### config.mk
export PLATFORM = sky130hd
export DESIGN_NAME = mbist_response_analyzer
export DESIGN_NICKNAME = d
export VERILOG_FILES = /design/src/rtl/mbist_response_analyzer.sv
export SDC_FILE = /design/constraint.sdc
export NUM_CORES = 1
export LEC_CHECK = 0
export ABC_AREA = 1
export BUFFER_PORTS_ARGS = -buffer_cell sky130_fd_sc_hd__buf_4
export CAP_MARGIN = 5
export CORE_AREA = 2 2 101 103
export DETAILED_ROUTE_END_ITERATION = 10
export DIE_AREA = 0 0 103 105
export GPL_TIMING_DRIVEN = 0
export PLACE_DENSITY = 0.67
export SLEW_MARGIN = 15
export SYNTH_ARGS = -nofsm -noshare
export SYNTH_HDL_FRONTEND = slang
export SYNTH_SLANG_ARGS = --single-unit
### constraint.sdc
create_clock -name clk -period 4.2 [get_ports clk]
set_input_delay 0.21 -clock clk [delete_from_list [all_inputs] [get_ports clk]]
set_output_delay 0.21 -clock clk [all_outputs]
set_load 0.03 [all_outputs]
### src/rtl/mbist_response_analyzer.sv
`default_nettype none
// +--------------------------------------------------------------------------+
// | Module   : mbist_response_analyzer                                       |
// | Purpose  : Checks MBIST read responses against expected data; collects a |
// |            fail count, sticky fail bits, first failure and a failure log.|
// | Revision : 1.0                                                           |
// +--------------------------------------------------------------------------+
module mbist_response_analyzer #(
   parameter int AW        = 8,
   parameter int DW        = 4,
   parameter int RD_LAT    = 1,
   parameter int LOG_DEPTH = 4,
   parameter int CNT_W     = 8
) (
   input  logic             clk,
   input  logic             rst,
   input  logic             start,
   input  logic             bist_cen,
   input  logic             bist_we,
   input  logic [AW-1:0]    bist_addr,
   input  logic [DW-1:0]    bist_data,
   input  logic             bist_done,
   input  logic [DW-1:0]    mem_dout,
   output logic             busy,
   output logic             done,
   output logic             pass,
   output logic [CNT_W-1:0] fail_cnt,
   output logic [DW-1:0]    fail_bits,
   output logic             ff_vld,
   output logic [AW-1:0]    ff_addr,
   output logic [DW-1:0]    ff_syn,
   output logic             log_vld,
   output logic [AW-1:0]    log_addr,
   output logic [DW-1:0]    log_syn,
   input  logic             log_pop,
   output logic             log_ovf
);

   localparam logic [1:0]       c_idle       = 2'd0;
   localparam logic [1:0]       c_run        = 2'd1;
   localparam logic [1:0]       c_drain      = 2'd2;
   localparam logic [1:0]       c_done       = 2'd3;
   localparam int               c_lpw        = $clog2(LOG_DEPTH);
   localparam logic [c_lpw:0]   c_log_full   = (c_lpw + 1)'(LOG_DEPTH);
   localparam logic [2:0]       c_drain_last = 3'(RD_LAT);
   localparam logic [CNT_W-1:0] c_cnt_max    = '1;

   logic [1:0]                 state_q, state_d;
   logic [2:0]                 drain_cnt_q, drain_cnt_d;
   logic [RD_LAT-1:0]          pipe_vld_q, pipe_vld_d;
   logic [RD_LAT-1:0][AW-1:0]  pipe_addr_q, pipe_addr_d;
   logic [RD_LAT-1:0][DW-1:0]  pipe_exp_q, pipe_exp_d;
   logic [CNT_W-1:0]           fail_cnt_q, fail_cnt_d;
   logic [DW-1:0]              fail_bits_q, fail_bits_d;
   logic                       ff_vld_q, ff_vld_d;
   logic [AW-1:0]              ff_addr_q, ff_addr_d;
   logic [DW-1:0]              ff_syn_q, ff_syn_d;
   logic [LOG_DEPTH-1:0][AW-1:0] log_addr_mem_q, log_addr_mem_d;
   logic [LOG_DEPTH-1:0][DW-1:0] log_syn_mem_q, log_syn_mem_d;
   logic [c_lpw-1:0]           wr_ptr_q, wr_ptr_d;
   logic [c_lpw-1:0]           rd_ptr_q, rd_ptr_d;
   logic [c_lpw:0]             log_cnt_q, log_cnt_d;
   logic                       log_ovf_q, log_ovf_d;

   logic          w_accept;
   logic [DW-1:0] w_syn;
   logic          w_mismatch;
   logic          w_log_full;
   logic          w_pop;
   logic          w_wr;

   // start has priority everywhere: it discards the op and compare of its own cycle
   assign w_accept   = (state_q == c_run) && bist_cen && !bist_we && !bist_done && !start;
   assign w_syn      = pipe_exp_q[RD_LAT-1] ^ mem_dout;
   assign w_mismatch = pipe_vld_q[RD_LAT-1] && (|w_syn) && !start;
   assign w_log_full = (log_cnt_q == c_log_full);
   assign w_pop      = log_pop && (log_cnt_q != '0) && !start;
   assign w_wr       = w_mismatch && (!w_log_full || w_pop);

   always_comb begin
      state_d     = state_q;
      drain_cnt_d = drain_cnt_q;
      case (state_q)
         c_idle: if (start) state_d = c_run;
         c_run: begin
            if (start) begin
               state_d = c_run;
            end else if (bist_done) begin
               state_d     = c_drain;
               drain_cnt_d = 3'd0;
            end
         end
         c_drain: begin
            if (start) begin
               state_d = c_run;
            end else if (drain_cnt_q == c_drain_last) begin
               state_d = c_done;
            end else begin
               drain_cnt_d = drain_cnt_q + 3'd1;
            end
         end
         c_done: if (start) state_d = c_run;
         default: state_d = c_idle;
      endcase
   end

   always_comb begin
      pipe_vld_d     = '0;
      pipe_addr_d    = pipe_addr_q;
      pipe_exp_d     = pipe_exp_q;
      pipe_vld_d[0]  = w_accept;
      pipe_addr_d[0] = bist_addr;
      pipe_exp_d[0]  = bist_data;
      for (int i = 1; i < RD_LAT; i++) begin
         pipe_vld_d[i]  = pipe_vld_q[i-1] && !start;
         pipe_addr_d[i] = pipe_addr_q[i-1];
         pipe_exp_d[i]  = pipe_exp_q[i-1];
      end
   end

   always_comb begin
      fail_cnt_d  = fail_cnt_q;
      fail_bits_d = fail_bits_q;
      ff_vld_d    = ff_vld_q;
      ff_addr_d   = ff_addr_q;
      ff_syn_d    = ff_syn_q;
      if (start) begin
         fail_cnt_d  = '0;
         fail_bits_d = '0;
         ff_vld_d    = 1'b0;
         ff_addr_d   = '0;
         ff_syn_d    = '0;
      end else if (w_mismatch) begin
         if (fail_cnt_q != c_cnt_max) fail_cnt_d = fail_cnt_q + 1'b1;
         fail_bits_d = fail_bits_q | w_syn;
         if (!ff_vld_q) begin
            ff_vld_d  = 1'b1;
            ff_addr_d = pipe_addr_q[RD_LAT-1];
            ff_syn_d  = w_syn;
         end
      end
   end

   // A push into a full log survives only when a pop frees the head in the same cycle
   always_comb begin
      log_addr_mem_d = log_addr_mem_q;
      log_syn_mem_d  = log_syn_mem_q;
      wr_ptr_d       = wr_ptr_q;
      rd_ptr_d       = rd_ptr_q;
      log_cnt_d      = log_cnt_q;
      log_ovf_d      = log_ovf_q;
      if (w_wr) begin
         log_addr_mem_d[wr_ptr_q] = pipe_addr_q[RD_LAT-1];
         log_syn_mem_d[wr_ptr_q]  = w_syn;
      end
      if (start) begin
         wr_ptr_d  = '0;
         rd_ptr_d  = '0;
         log_cnt_d = '0;
         log_ovf_d = 1'b0;
      end else begin
         if (w_wr)  wr_ptr_d = wr_ptr_q + 1'b1;
         if (w_pop) rd_ptr_d = rd_ptr_q + 1'b1;
         if (w_wr && !w_pop)      log_cnt_d = log_cnt_q + 1'b1;
         else if (!w_wr && w_pop) log_cnt_d = log_cnt_q - 1'b1;
         if (w_mismatch && !w_wr) log_ovf_d = 1'b1;
      end
   end

   always_ff @(posedge clk) begin
      if (rst) begin
         state_q     <= c_idle;
         drain_cnt_q <= 3'd0;
         pipe_vld_q  <= '0;
         pipe_addr_q <= '0;
         pipe_exp_q  <= '0;
         fail_cnt_q  <= '0;
         fail_bits_q <= '0;
         ff_vld_q    <= 1'b0;
         ff_addr_q   <= '0;
         ff_syn_q    <= '0;
         wr_ptr_q    <= '0;
         rd_ptr_q    <= '0;
         log_cnt_q   <= '0;
         log_ovf_q   <= 1'b0;
      end else begin
         state_q     <= state_d;
         drain_cnt_q <= drain_cnt_d;
         pipe_vld_q  <= pipe_vld_d;
         pipe_addr_q <= pipe_addr_d;
         pipe_exp_q  <= pipe_exp_d;
         fail_cnt_q  <= fail_cnt_d;
         fail_bits_q <= fail_bits_d;
         ff_vld_q    <= ff_vld_d;
         ff_addr_q   <= ff_addr_d;
         ff_syn_q    <= ff_syn_d;
         wr_ptr_q    <= wr_ptr_d;
         rd_ptr_q    <= rd_ptr_d;
         log_cnt_q   <= log_cnt_d;
         log_ovf_q   <= log_ovf_d;
      end
   end

   // Log storage needs no reset: entries are only visible through a non-zero count
   always_ff @(posedge clk) begin
      log_addr_mem_q <= log_addr_mem_d;
      log_syn_mem_q  <= log_syn_mem_d;
   end

   assign busy      = (state_q == c_run) || (state_q == c_drain);
   assign done      = (state_q == c_done);
   assign pass      = (state_q == c_done) && (fail_cnt_q == '0);
   assign fail_cnt  = fail_cnt_q;
   assign fail_bits = fail_bits_q;
   assign ff_vld    = ff_vld_q;
   assign ff_addr   = ff_addr_q;
   assign ff_syn    = ff_syn_q;
   assign log_vld   = (log_cnt_q != '0);
   assign log_addr  = log_vld ? log_addr_mem_q[rd_ptr_q] : '0;
   assign log_syn   = log_vld ? log_syn_mem_q[rd_ptr_q] : '0;
   assign log_ovf   = log_ovf_q;

endmodule
`default_nettype wire

---- Word level (Yosys, flattened, before mapping) ----
Cells that the tools add are included.
operators by class
  add/subtract/negate cells ............... 6
  multiply operators ...................... 0
  divide/modulo/power cells ............... 0
  order comparisons ....................... 3
  eq/ne operators ......................... 13
  shifts and indexed selects .............. 0
  mux-type cells .......................... 25
  bitwise operators ....................... 3
  reduce and logical (&&, ||, !) cells .... 34
operator list
  operator                                                                       count
  32-bit bitwise mux                                                             1
  8-bit 2-to-1 mux                                                               3
  3-bit 2-to-1 mux                                                               6
  8-bit binary-select mux with 2-bit select                                      1
  16-bit bitwise mux                                                             1
  8-bit demux with 2-bit select                                                  1
  1-bit logical AND                                                              14
  4-bit 2-to-1 mux                                                               3
  2-bit 2-to-1 mux                                                               5
  8-bit by 1-bit adder with 8-bit output (second input constant)                 1
  4-bit binary-select mux with 2-bit select                                      1
  4-bit demux with 2-bit select                                                  1
  8-bit logical NOT                                                              1
  2-bit != test (second input constant)                                          4
  8-bit != test (second input constant)                                          1
  3-bit by 1-bit adder with 3-bit output (second input constant)                 2
  1-bit logical NOT                                                              6
  2-bit by 3-bit less-than comparator with 1-bit output (second input constant)  2
  3-bit != test (second input constant)                                          2
  2-bit one-hot mux with 3 select lines                                          1
  3-bit one-hot mux with 2 select lines                                          1
  5-bit AND reduction                                                            1
  2-bit by 1-bit adder with 2-bit output (second input constant)                 2
  2-bit equality test (second input constant)                                    2
  other kinds (17)                                                               21
storage, ports and cells
  register bits after elaboration ......... 99
  latch bits .............................. 0
  bits in writable memories ............... 0
  ROM bits ................................ 0
  input port bits ......................... 23
  output and inout port bits .............. 42
  word-level logic and storage cells ...... 106
  memories kept ........................... 0

---- Longest topological paths before layout ----
  depth after elaboration ................. 9
  gate-level depth with buffers ........... 15
  mapped depth without buffers ............ 15

---- Worst setup path before layout ----
No wires, ideal clock.
  path kind ............................... register -> register
  start ................................... register log_cnt_q[0]
  end ..................................... register log_cnt_q[2]
  library setup time ...................... 0.070 ns
  data arrival time ....................... 2.112 ns
  data required time ...................... 4.130 ns
  slack ................................... 2.018 ns
  stages on the path, launching flop included .. 15
  path buffers ............................ 0
  clock period less this slack ............ 2.182 ns
  cells stage by stage .................... dfxtp_1 -> nor2_1 -> nand2_1 -> nand2_1 -> nand3_1 -> nand3_2 -> inv_1 -> ha_1 -> inv_1 -> fa_1 -> nor2_1 -> nor2_1 -> nand2_1 -> o21ai_0 -> a21oi_1
on the way
  cells in the longest elaborated chain, start to end .. 8
  elaborated cells on any way between the ends .. 16
  classes of those cells .................. add/sub (2); eq/ne (1); mux (2); reduce/logical (11)
RTL lines
  item                                 RTL line  source
  start: declaration                   62        logic [c_lpw:0] log_cnt_q, log_cnt_d;
  start signal: assignment             199       log_cnt_q <= log_cnt_d;
  3-bit nonzero test *                 n/a
  net log_vld                          32        output logic log_vld,
  1-bit logical AND * (2 in series)    77        assign w_pop = log_pop && (log_cnt_q != '0) && !start;
  1-bit logical OR *                   78        assign w_wr = w_mismatch && (!w_log_full || w_pop);
  1-bit logical AND *                  78
  net w_wr                             70        logic w_wr;
  1-bit logical NOT                    165       else if (!w_wr && w_pop) log_cnt_d = log_cnt_q - 1'b1;
  1-bit logical AND                    165
  2-bit nonzero test (no source line)  n/a
Mark *: on every way through the listed nets, which the timed path passes. The rest lies on a longest branch. The select of a mux whose other input is x is not followed.
A chain may end at the register's enable or synchronous reset.

---- Worst setup path in the final report ----
  start ................................... register log_cnt_q[0]
  end ..................................... register log_syn_mem_q[7] in the netlist's numbering, enable pin
on the way
  cells in the longest elaborated chain, start to end .. 5
  elaborated cells on any way between the ends .. 7
  classes of those cells .................. eq/ne (1); reduce/logical (6)
RTL lines
  item                             RTL line  source
  3-bit nonzero test               77
  1-bit logical AND (2 in series)  77
  1-bit logical OR *               78
  1-bit logical AND *              78
  end signal: assignment           207       log_syn_mem_q <= log_syn_mem_d;
  end: declaration                 59        logic [LOG_DEPTH-1:0][DW-1:0] log_syn_mem_q, log_syn_mem_d;
Every way passes the cells marked *; elsewhere a longest branch is shown, timed or not.

==> run_results.csv <==
group,metric,value,unit
setup_path,cp-start-kind,"register",
cells_and_area,final_area,5150,sq um
setup_path,crit_path_end_kind,"register",
pwr,power_frac_comb,0.063,
sta,slew_violations,0,
sta,rsz0062_at_grt,"no",
pwr,power,1.77,mW
routing,wl_met3,524,um
routing,vias,3280,
place,preCtsSetupSlack,1.83,ns
setup_path,critPathMaxStageDelay,0.91,ns
routing,wl_per_cell,13.3,um
logic_synthesis,synthCells,476,
logic_synthesis,synth_seq_cells,99,
sta,fin_tns_setup,0,ns
grt,grt_max_degree,19,
pwr,p_sw,0.417,mW
cells_and_area,multi_input_area,1500,sq um
logic_synthesis,yosys.area_share.simple,0.221,
floorplanning,start_util,0.445,
pwr,power.internal,1.35,mW
cts,h-tree-depth,3,
cells_and_area,layout_commonest_cell,"nor2_1",
place,placed_area,4940,sq um
cells_and_area,area_delta_synth_final,20.1,%
setup_path,regToRegStartpoint,"log_cnt_q[0]",
pwr,cellLeakagePower,2.13,nW
place,io_buffers,64,
place,place.gp.congestion,0.783,
setup_path,crit_path_start,"log_cnt_q[0]",
pwr,power.density,343,nW/um^2
setup_path,crit_fanout,12,
cells_and_area,final_cell_mix,"nor2_1 (101), buf_4 (68), nand2_1 (66), inv_1 (58), dfxtp_1 (51)",
cts,cts_sinks,99,
sta,setup_viol,0,
logic_synthesis,avgSynthCellArea,9.01,sq um
pwr,power_frac_clock,0.351,
pwr,p_sw_frac,0.236,
logic_synthesis,synthAdderAreaFrac,0.0397,
routing,wl_met1,4.13,mm
sta,finalHoldViolations,0,
cells_and_area,drive_gt1_frac,0.197,
logic_synthesis,netlist_area,4290,sq um
cts,cts_root_buf,"clkbuf_8",
sta,fin_crit,2.34,ns
cells_and_area,num-fill-cells,911,
routing,drc,0,
logic_synthesis,yosysWarnings,0,
floorplanning,rows,36,
run,cap_viol_max_count,0,
min_path,hold_start,"bist_addr[2]",
routing,first_pass_iters,5,
setup_path,required,4.17,ns
cts,cts_resized,0,
sta,slew_headroom,0.239,
cts,insertion_delay,0.36,ns
grt,grt_usage,0.178,
logic_synthesis,synth_xor_area_frac,0.00204,
routing,drtAntennaViolNets,0,
pwr,p_seq_frac,0.586,
grt,grt-ovfl-total,0,
place,dpl.hpwl,6.65,mm
logic_synthesis,ys_seq_area_frac,0.574,
floorplanning,dieHeight,105,um
grt,grt_pass1_wl,14.9,mm
grt,antenna_found_initial,0,
sta,finalClockSkew,0.00986,ns
setup_path,cpMaxStageDelayCell,"nor2_1",
routing,wl_met2,4.35,mm
cells_and_area,nNetsFinal,588,
logic_synthesis,post_synth_num_cell_types,31,
logic_synthesis,synth_top_family_by_area,"simple AND/OR/NAND/NOR gates",
logic_synthesis,synth_mux_area_frac,0,
cts,tritoncts,"built",
routing,routed_wl,9.16,mm
setup_path,setup.worst_path.class,"register to register",
floorplanning,dieArea,10800,sq um
cts,cts_max_path_buffers,2,
logic_synthesis,synth_compound_area_frac,0.0852,
floorplanning,num_io_pins,65,
setup_path,crit_chain,"nor2_1 > nand2_1 > nand2_1 > nand3_1 > nand3_2 > nor2_1",
setup_path,cp.arrival,2.31,ns
cells_and_area,regArea,2460,sq um
routing,dr.max_layer_used,"met4",
cts,clk_pin_slew,0.10,ns
sta,worst_slew_pin_slew,1.14,ns
pwr,ir_drop,0.173,mV
logic_synthesis,synth_nets,512,
routing,via_per_inst,4.75,
sta,fmax,0.427,GHz
run_status,status,"finished clean",
floorplanning,core,9640,sq um
sta,worst_slack,1.86,ns
min_path,hold_class,"primary input to register",
cts,cts_buffers,9,
sta,min_period_over_period,0.558,
routing,drt_iter0_drc,154,
cells_and_area,antenna_cells,0,
floorplanning,die_width,103,um
grt,grt_pass1_vias,3098,
## final timing paths
kind | to | slack, ns | depth (start not counted)
min | pipe_addr_q[2] | 0.05 | 3
min reg2reg | log_ovf | 0.47 | 2
max reg2reg | log_syn_mem_q[7] | 1.86 | 6
max | log_syn_mem_q[7] | 1.86 | 6
## power groups by stage
stage	Combinational, mW	Sequential (mW)	Clock (mW)
after floorplan	0.0713	1.05	0
after global routing	0.125	1.04	0.678
after detailed placement	0.112	1.06	0
after CTS	0.113	1.04	0.637
after global placement	0.110	1.06	0
final	0.112	1.04	0.622
## synthesized netlist by cell type
cell type	count	share of area
nand3_1	9	0.011
buf_6	2	0.0053
nand3b_1	1	0.0018
inv_2	2	0.0018
nor4_1	1	0.0015
xor2_1	1	0.0020
clkbuf_1	4	0.0035
nor3b_1	1	0.0018
nor3_1	1	0.0012
o21bai_1	1	0.0018
ha_1	12	0.035
or2_0	1	0.0015
a21oi_1	41	0.048
a211oi_1	1	0.0018
dfxtp_1	51	0.24
clkbuf_2	1	0.0012
edfxtp_1	48	0.34
nand4_1	18	0.026
nor2_1	102	0.089
nand2_2	3	0.0044
nor2_4	4	0.011
buf_2	7	0.0082
nand2_1	66	0.058
nor2_2	1	0.0015
fa_1	1	0.0047
buf_4	4	0.0070
o21ai_0	29	0.034
nand3_2	3	0.0070
nand2_4	1	0.0026
inv_1	58	0.051
nand3_4	1	0.0041
## sequential cells by signal, indices dropped and copies added (netlist names)
register / flops
log_syn_mem_q: 16
fail_cnt: 8
pipe_addr_q: 8
log_addr_mem_q: 32
drain_cnt_q: 3
log_ovf: 1
ff_syn: 4
rd_ptr_q: 2
ff_vld: 1
fail_bits: 4
pipe_vld_q: 1
ff_addr: 8
pipe_exp_q: 4
wr_ptr_q: 2
state_q: 2
log_cnt_q: 3
## per-stage QoR
step	cells	utilization	hold WS (ns)
5_1_grt	690	0.535	0.0414
3_5_place_dp	673	0.512	0.374
2_1_floorplan	476	-	0.281
3_3_place_gp	673	0.512	0.376
4_1_cts	690	0.534	0.0379
6_report	690	0.535	0.0487
## layer usage
metal | global-route usage | vias up
li1 | - | 1698
met1 | 0.239 | 1483
met2 | 0.288 | 87
met3 | 0.0294 | 12
met4 | 0.0620 | 0
met5 | 0 | -
## cell families after synthesis
group,after synthesis
adder cells (fa/ha/maj),13
flip-flops,99
buffers and inverters,78
AND/OR/NAND/NOR,213
AO/OA/AOI/OAI,72
XOR/XNOR,1
## timing repair
action / 4_1_cts / 5_1_grt
hold endpoints to repair: 1 / 0
buffers inserted: 0 / 0
hold buffers: 1 / 0
## critical path: cells and delay by family, from the launching register on
| family | cells | cell delay, ns |
|---|---|---|
| DFF | 1 | 0.40 |
| and+or+nand+nor | 6 | 1.57 |
## cell type report
cell class | instances | area share
sequential | 99 | 0.478
buffer | 18 | 0.0209
inverter | 60 | 0.0437
tap | 133 | 0.0323
timing repair buffer | 65 | 0.0952
multi-input combinational | 299 | 0.290
clock inverter | 7 | 0.0155
clock buffer | 9 | 0.0240
Note: power is estimated with default switching activity, not from simulation.
